==> config.mk <==
export PLATFORM = sky130hd
export DESIGN_NAME = des_perm_pipe_flat
export DESIGN_NICKNAME = d
export VERILOG_FILES = /design/src/rtl/des_pkg.sv /design/src/rtl/des_perm_pipe_if.sv /design/src/rtl/des_perm_lane.sv /design/src/rtl/des_perm_pipe.sv /design/src/flat_wrapper.sv
export SDC_FILE = /design/constraint.sdc
export NUM_CORES = 1
export LEC_CHECK = 0
export CORE_ASPECT_RATIO = 0.6
export CORE_MARGIN = 5
export CORE_UTILIZATION = 25
export DETAILED_ROUTE_END_ITERATION = 8
export PLACE_DENSITY = 0.47
export SETUP_SLACK_MARGIN = 0.15
export SLEW_MARGIN = 20
export SYNTH_ARGS = -nofsm -noshare
export SYNTH_HDL_FRONTEND = slang
export SYNTH_HIERARCHICAL = 1
export SYNTH_SLANG_ARGS = --single-unit
export TNS_END_PERCENT = 100
==> constraint.sdc <==
create_clock -name clk -period 2 [get_ports clk]
set_input_delay 0.2 -clock clk [delete_from_list [all_inputs] [get_ports clk]]
set_output_delay 0.2 -clock clk [all_outputs]
set_load 0.005 [all_outputs]
==> src/rtl/des_pkg.sv <==
// Shared DES permutation constants: IP/FP source-bit tables, mode encodings, block width
// and the output-buffer occupancy states.
package des_pkg;

   localparam int unsigned DES_BLK_W = 64;

   localparam logic DES_MODE_IP = 1'b0;
   localparam logic DES_MODE_FP = 1'b1;

   typedef int unsigned perm_table_t [1:64];

   // Entry i names the input bit (DES numbering, 1 = MSB) that lands on output bit i.
   localparam perm_table_t IP_TABLE = '{
      58, 50, 42, 34, 26, 18, 10,  2,
      60, 52, 44, 36, 28, 20, 12,  4,
      62, 54, 46, 38, 30, 22, 14,  6,
      64, 56, 48, 40, 32, 24, 16,  8,
      57, 49, 41, 33, 25, 17,  9,  1,
      59, 51, 43, 35, 27, 19, 11,  3,
      61, 53, 45, 37, 29, 21, 13,  5,
      63, 55, 47, 39, 31, 23, 15,  7
   };

   localparam perm_table_t FP_TABLE = '{
      40,  8, 48, 16, 56, 24, 64, 32,
      39,  7, 47, 15, 55, 23, 63, 31,
      38,  6, 46, 14, 54, 22, 62, 30,
      37,  5, 45, 13, 53, 21, 61, 29,
      36,  4, 44, 12, 52, 20, 60, 28,
      35,  3, 43, 11, 51, 19, 59, 27,
      34,  2, 42, 10, 50, 18, 58, 26,
      33,  1, 41,  9, 49, 17, 57, 25
   };

   typedef enum logic [1:0] {
      BUF_EMPTY,
      BUF_ONE,
      BUF_FULL
   } buf_state_t;

endpackage

==> src/rtl/des_perm_pipe_if.sv <==
// Valid/ready stream bundle for the DES permutation stage; slave is the stage side,
// master is the source/sink side.
interface des_perm_pipe_if #(
   parameter int unsigned LANES = 1
);
   localparam int unsigned W = des_pkg::DES_BLK_W * LANES;

   logic         in_valid;
   logic         in_ready;
   logic [W-1:0] in_data;
   logic         in_mode;
   logic         in_swap;
   logic         out_valid;
   logic         out_ready;
   logic [W-1:0] out_data;
   logic         out_mode;

   modport master (
      output in_valid, in_data, in_mode, in_swap, out_ready,
      input  in_ready, out_valid, out_data, out_mode
   );

   modport slave (
      input  in_valid, in_data, in_mode, in_swap, out_ready,
      output in_ready, out_valid, out_data, out_mode
   );

endinterface

==> src/rtl/des_perm_lane.sv <==
// Combinational DES IP / FP permutation of one 64-bit block, with optional half swap
// ahead of FP.
module des_perm_lane
   import des_pkg::*;
(
   input  logic [DES_BLK_W-1:0] blk,
   input  logic                 mode,
   input  logic                 swap,
   output logic [DES_BLK_W-1:0] perm
);

   logic [DES_BLK_W-1:0] src;
   logic [DES_BLK_W-1:0] ip_blk;
   logic [DES_BLK_W-1:0] fp_blk;

   assign src = (mode == DES_MODE_FP && swap) ? {blk[31:0], blk[63:32]} : blk;

   // DES bit n sits at vector index DES_BLK_W-n.
   for (genvar i = 1; i <= 64; i++) begin : g_bit
      assign ip_blk[DES_BLK_W-i] = src[DES_BLK_W-IP_TABLE[i]];
      assign fp_blk[DES_BLK_W-i] = src[DES_BLK_W-FP_TABLE[i]];
   end

   assign perm = (mode == DES_MODE_IP) ? ip_blk : fp_blk;

endmodule

==> src/rtl/des_perm_pipe.sv <==
// Registered DES permutation stage: LANES parallel IP/FP permutations behind a
// 2-entry FIFO output buffer with valid/ready on both sides and an accepted-beat counter.
module des_perm_pipe
   import des_pkg::*;
#(
   parameter int unsigned LANES = 1,
   parameter int unsigned CNT_W = 16
) (
   input  logic             clk,
   input  logic             rst_n,
   des_perm_pipe_if.slave   bus,
   output logic [CNT_W-1:0] beat_cnt
);

   localparam int unsigned W = DES_BLK_W * LANES;

   logic [W-1:0] perm_data;
   logic [W-1:0] head_data;
   logic [W-1:0] tail_data;
   logic         head_mode;
   logic         tail_mode;
   logic         ready_q;
   logic         take;
   logic         pop;
   logic         head_ld_in;
   logic         head_ld_tail;
   logic         tail_ld;

   buf_state_t state;
   buf_state_t state_nx;

   for (genvar k = 0; k < LANES; k++) begin : g_lane
      des_perm_lane u_lane (
         .blk  (bus.in_data[W-1-DES_BLK_W*k -: DES_BLK_W]),
         .mode (bus.in_mode),
         .swap (bus.in_swap),
         .perm (perm_data[W-1-DES_BLK_W*k -: DES_BLK_W])
      );
   end

   assign take          = bus.in_valid && ready_q;
   assign pop           = (state != BUF_EMPTY) && bus.out_ready;
   assign bus.in_ready  = ready_q;
   assign bus.out_valid = (state != BUF_EMPTY);
   assign bus.out_data  = head_data;
   assign bus.out_mode  = head_mode;

   // Head register drives the outputs; tail only fills when the head is still pending.
   always_comb begin
      state_nx     = state;
      head_ld_in   = 1'b0;
      head_ld_tail = 1'b0;
      tail_ld      = 1'b0;
      unique case (state)
         BUF_EMPTY: begin
            if (take) begin
               state_nx   = BUF_ONE;
               head_ld_in = 1'b1;
            end
         end
         BUF_ONE: begin
            if (take && !pop) begin
               state_nx = BUF_FULL;
               tail_ld  = 1'b1;
            end else if (pop && !take) begin
               state_nx = BUF_EMPTY;
            end else if (take && pop) begin
               head_ld_in = 1'b1;
            end
         end
         BUF_FULL: begin
            if (pop) begin
               state_nx     = BUF_ONE;
               head_ld_tail = 1'b1;
            end
         end
         default: state_nx = BUF_EMPTY;
      endcase
   end

   // ready_q is held low through reset and rises on the first edge after release.
   always_ff @(posedge clk or negedge rst_n) begin
      if (!rst_n) begin
         state     <= BUF_EMPTY;
         ready_q   <= 1'b0;
         head_data <= '0;
         head_mode <= 1'b0;
         tail_data <= '0;
         tail_mode <= 1'b0;
         beat_cnt  <= '0;
      end else begin
         state   <= state_nx;
         ready_q <= (state_nx != BUF_FULL);
         if (head_ld_in) begin
            head_data <= perm_data;
            head_mode <= bus.in_mode;
         end else if (head_ld_tail) begin
            head_data <= tail_data;
            head_mode <= tail_mode;
         end
         if (tail_ld) begin
            tail_data <= perm_data;
            tail_mode <= bus.in_mode;
         end
         if (take) begin
            beat_cnt <= beat_cnt + CNT_W'(1);
         end
      end
   end

endmodule

==> src/flat_wrapper.sv <==
// flat-port wrapper written by rule: the top's interface ports become plain ports
module des_perm_pipe_flat import des_pkg::*;
#(
   parameter int unsigned LANES = 1,
   parameter int unsigned CNT_W = 16
)
  (clk, rst_n, beat_cnt, bus_in_valid, bus_in_data, bus_in_mode, bus_in_swap, bus_out_ready, bus_in_ready, bus_out_valid, bus_out_data, bus_out_mode);
  des_perm_pipe_if #(.LANES(LANES)) bus_i ();
  input  logic clk;
  input  logic rst_n;
  output logic [CNT_W-1:0] beat_cnt;
  input wire logic [$bits(bus_i.in_valid)-1:0] bus_in_valid;
  input wire logic [$bits(bus_i.in_data)-1:0] bus_in_data;
  input wire logic [$bits(bus_i.in_mode)-1:0] bus_in_mode;
  input wire logic [$bits(bus_i.in_swap)-1:0] bus_in_swap;
  input wire logic [$bits(bus_i.out_ready)-1:0] bus_out_ready;
  output wire logic [$bits(bus_i.in_ready)-1:0] bus_in_ready;
  output wire logic [$bits(bus_i.out_valid)-1:0] bus_out_valid;
  output wire logic [$bits(bus_i.out_data)-1:0] bus_out_data;
  output wire logic [$bits(bus_i.out_mode)-1:0] bus_out_mode;
  assign bus_i.in_valid = bus_in_valid;
  assign bus_i.in_data = bus_in_data;
  assign bus_i.in_mode = bus_in_mode;
  assign bus_i.in_swap = bus_in_swap;
  assign bus_i.out_ready = bus_out_ready;
  assign bus_in_ready = bus_i.in_ready;
  assign bus_out_valid = bus_i.out_valid;
  assign bus_out_data = bus_i.out_data;
  assign bus_out_mode = bus_i.out_mode;
  des_perm_pipe #(.LANES(LANES), .CNT_W(CNT_W)) u_core (.clk(clk), .rst_n(rst_n), .bus(bus_i), .beat_cnt(beat_cnt));
endmodule
Word-level counts from Yosys, hierarchy flattened. Index checks and enable logic that the tools add are counted.

Input bits: 70. Word-level logic and storage cells: 42. Output and inout bits: 83. Register bits after elaboration: 149.

Eq/ne operators: 3. $add $sub $neg: 1. Reductions and logical operators: 11. Mux-type cells: 20.

Operators by type and width (count): 2-to-1 mux 64 bit (4); adder 16 x 1 -> 16 bit (second input constant) (1); 2-to-1 mux 1 bit (10); 2-to-1 mux 2 bit (4); logical AND 1 bit (6); case mux 2 bit (3 select lines) (1); nonzero test 2 bit (2); == test 2 x 1 -> 1 bit (second input constant) (1); == test 2 bit (second input constant) (1); zero test 1 bit (2); zero test 2 bit (1); inequality test 2 bit (second input constant) (1); case mux 1 bit (2 select lines) (1).

Depth between registers and ports, before layout.
Word-level depth: 8. Gate-level depth with buffers: 7. Gate-level depth less buffers: 5.

Hierarchy. The synthesis kept the hierarchy.

Modules (own cells, without submodules): des_perm_pipe (instances 1, cells each 432, area each 6094.6 um^2, sequential area each 3728.6 um^2); des_perm_lane (instances 1, cells each 205, area each 1338.8 um^2, sequential area each 0.0 um^2).

Worst setup path after synthesis. No wires, ideal clock.

Path type: register to register. Start point: register u_core.ready_q, in the netlist u_core/bus.in_ready. End point: register u_core.tail_data[43]. Arrival time: 1.392 ns. Data required time: 1.875 ns. Period minus slack after synthesis: 1.517 ns. Cell stages (with the launch flop): 6. Buffers on the path: 2. Setup slack: 0.483 ns. Setup time: 0.125 ns. Cells stage by stage: dfrtp_1 nand2_2 nor3_1 buf_4 buf_4 mux2_2.

Cells in the longest elaborated chain, start to end: 4.

RTL lines: start: declaration (RTL line des_perm_pipe.sv:22) `logic ready_q;`; start signal: assignment (RTL line des_perm_pipe.sv:93) `ready_q <= (state_nx != BUF_FULL);`; logical AND 1 bit (RTL line des_perm_pipe.sv:41) `assign take = bus.in_valid && ready_q;`; logical AND 1 bit (RTL line des_perm_pipe.sv:62) `if (take && !pop) begin`; 2-to-1 mux 1 bit (RTL line des_perm_pipe.sv:62); 2-to-1 mux 1 bit (RTL line des_perm_pipe.sv:54) `unique case (state)`; end signal: assignment (RTL line des_perm_pipe.sv:102) `tail_data <= perm_data;`; end: declaration (RTL line des_perm_pipe.sv:19) `logic [W-1:0] tail_data;`.

No other way between the ends. A chain may end at the register's enable or synchronous reset.

Worst setup path after layout.
Start point: register u_core.state[0]. End point: register u_core.head_data[46], in the netlist u_core/bus.out_data[46].

Cells in the longest elaborated chain, start to end: 8.

RTL lines: start: declaration (RTL line des_perm_pipe.sv:29) `buf_state_t state;`; start signal: assignment (RTL line des_perm_pipe.sv:92) `state <= state_nx;`; nonzero test 2 bit (RTL line des_perm_pipe.sv:42) `assign pop = (state != BUF_EMPTY) && bus.out_ready;`; logical AND 1 bit (RTL line des_perm_pipe.sv:42); logical AND 1 bit (RTL line des_perm_pipe.sv:67) `end else if (take && pop) begin`; 2-to-1 mux 1 bit (RTL line des_perm_pipe.sv:67); 2-to-1 mux 1 bit (RTL line des_perm_pipe.sv:65) `end else if (pop && !take) begin`; 2-to-1 mux 1 bit (RTL line des_perm_pipe.sv:62); case mux 1 bit (2 select lines) (RTL line des_perm_pipe.sv:54); 2-to-1 mux 64 bit / nonzero test 2 bit (equally long branches); end signal: assignment (RTL line des_perm_pipe.sv:95) `head_data <= perm_data;`; end signal: assignment (RTL line des_perm_pipe.sv:98) `head_data <= tail_data;`; end: declaration (RTL line des_perm_pipe.sv:18) `logic [W-1:0] head_data;`.

Parallel ways exist; a longest one is shown, timed or not.

==> run summary <==
cell mode on critical path: buf_4
CP cell instances: buf_4 > nand2b_1 > nor3b_4 > buf_12 > nor2_4 > buf_4 > a21o_1
Final ANT Viol Nets: 0
Hold WS: 0.2516 ns
Filler cells: 2935
root buffer cell: clkbuf_16
nets: 861
R2R setup slack: 0.30 ns
worst-path maximum fanout: 17
Placement Setup Slack: 0.07042 ns
worst path bufs/invs: 3
syn_nets: 708
cell accounting for the most synthesized area: dfrtp_1
Ys Warns: 6
GRT Residual Overflow: 0
Seq/Total Area, Yosys: 50.16%
Final min period: 1.702 ns
final hold violations: 0
Distinct cells, synth: 30
Pwr Total: 13.37 mW
Initial Util: 25.63%
IO buf count: 152
Fin Clk Skew: 0.01726 ns
Cell Count Post-Placement: 1168
Std-Cell Core Area: 29010 sq um
All-Layer GR Usage: 14.18%
critical path's top delay family: buffers and inverters
Layout Utilization: 34.90%
Sink Count: 149
outcome: finished clean
top cells by area, synth: dfrtp_1, mux2i_1, mux2_2
fmax: 587.6 MHz
RR Endpoint: u_core/bus.out_data[46]
gpl congestion: 0.7581
final WL: 23340 um
Slew @ Worst Pin: 0.5128 ns
area grow syn2layout: 36.19%
die height: 143.6 um
worst min path class: input pin to asynchronous set/reset pin
antenna violations before repair: 2
vias: 5423
most frequent cells in the layout: clkdlybuf4s50_1, dfrtp_1, a22o_1, a21o_1, nor2_1
Syn Inst Count: 637
Worst R2R Start: u_core/state[0]
# IOs: 153
DRC: 0
proportion of layout cells with a drive suffix above 1: 15.69%
Max stage delay on crit path: 0.40 ns
total negative slack: 0 ns
clk_lat worst skew: 0.44 ns
worst setup margin: 0.2980 ns
CTS max path bufs: 2
Critical Path End Type: flip-flop
Cell Area, Placed: 9470 sq um
Die X: 232.6 um
Worst-path clk slew: 0.06 ns
Crit path required time: 2.31 ns
Yosys reg bits: 149
CTS tree: done
Final period util: 85.10%
final max-slew violation count: 0
# H-tree levels: 4
most common cell after layout, fill and taps aside: clkdlybuf4s50_1
PD cells: 1321 nW/um^2
Startpoint Class: flip-flop
post-synth top area share: 50.16%
Max-slew headroom: 65.82%
max_cap viols: 0
Post-DP HPWL: 17080 um
vias in the first global route: 5581
slowest CP cell: dfrtp_2
initial detailed-routing violation count: 319
FF-to-FF path depth: 7
Initial DRT Pass Iterations: 5
DR WL/cell: 19.40 um
Mapped Area: 7433 sq um
final non-filler cell total: 1203
vias per cell: 4.508
critical path arrival: 2.02 ns
CTS Buf Count: 17
n_diodes: 0
first-pass GRT wire length: 35540 um
Lkg Pwr: 4.636 nW
final instance area: 10120 sq um
critical path class: flip-flop to flip-flop
RSZ-0062 raised after global routing: false
num rows: 48
Syn Area/Cell: 11.67 sq um
largest net degree at the start of global routing: 56
Setup Viol. Count Final: 0
Die ar.: 33390 sq um
worst vdd ir: 0.5487 mV
[flip-flops by register name, summed over array words and instances (netlist names)]
signal and flops:
u_core/tail_data 64, u_core/bus.in_ready 1, u_core/bus.out_data 64, u_core/tail_mode 1, u_core/beat_cnt 16, u_core/state 2
u_core/bus.out_mode 1
[metal layers]
metal  track usage [%]  vias up  wire [um]
li1                  -     2636          -
met1             20.57     2698      11660
met2             20.06       76      10170
met3             5.628        9       1415
met4             2.733        4         63
met5                 0        -         34
[cell type report]
type	count	area [sq um]	area share (%)
flip-flops and latches	149	3731	36.86
repair buffers	183	1902	18.79
clock inverters	9	148.9	1.471
clock buffers	23	478.0	4.721
multi-input cells	439	3363	33.22
well taps	400	500.5	4.944
[worst max-delay path by stage]
stage	from	to	slack [ns]	cells after the start
floorplan	u_core/bus.in_ready	u_core/tail_data[43]	0.48	5
finish	u_core/state[0]	u_core/bus.out_data[46]	0.30	7
detailed placement	bus_out_ready	u_core/bus.out_data[16]	0.07	7
global route	u_core/state[0]	u_core/bus.out_data[34]	0.21	7
global placement	bus_out_ready	u_core/bus.out_data[42]	0.10	7
CTS	u_core/state[0]	u_core/bus.out_data[8]	0.28	7
[cell families after synthesis]
logic type	share of synthesized area, %
compound gates	18.48
flops	50.16
mux	18.67
simple gates	5.807
buf+inv	4.949
xor+xnor	1.767
fa+ha+maj	0.1683
[Yosys cell counts, drive strengths merged]
library cell and number:
a21o 65, a21oi 62, a22o 65, and2 1, and3 3, and4 1
buf 45, clkbuf 4, dfrtp 149, ha 1, mux2 69, mux2i 61
nand2 12, nand2b 1, nand3 4, nand4 4, nor2 66, nor3 4
nor3b 1, o22ai 1, or2 3, xnor2 11, xor2 4
[where the power goes]
group | switching (mW) | internal (mW)
Combinational | 1.77 | 2.85
Sequential | 0.869 | 4.42
Clock | 1.29 | 2.18
[repair_timing]
item / 4_1_cts / 5_1_grt
buffers inserted: 2 / 0
resized for setup: 3 / 0
setup endpoints to repair: 1 / 0
hold buffers: 1 / 0
endpoints found under the hold margin: 38 / 0
Note: power is estimated with default switching activity, not from simulation.
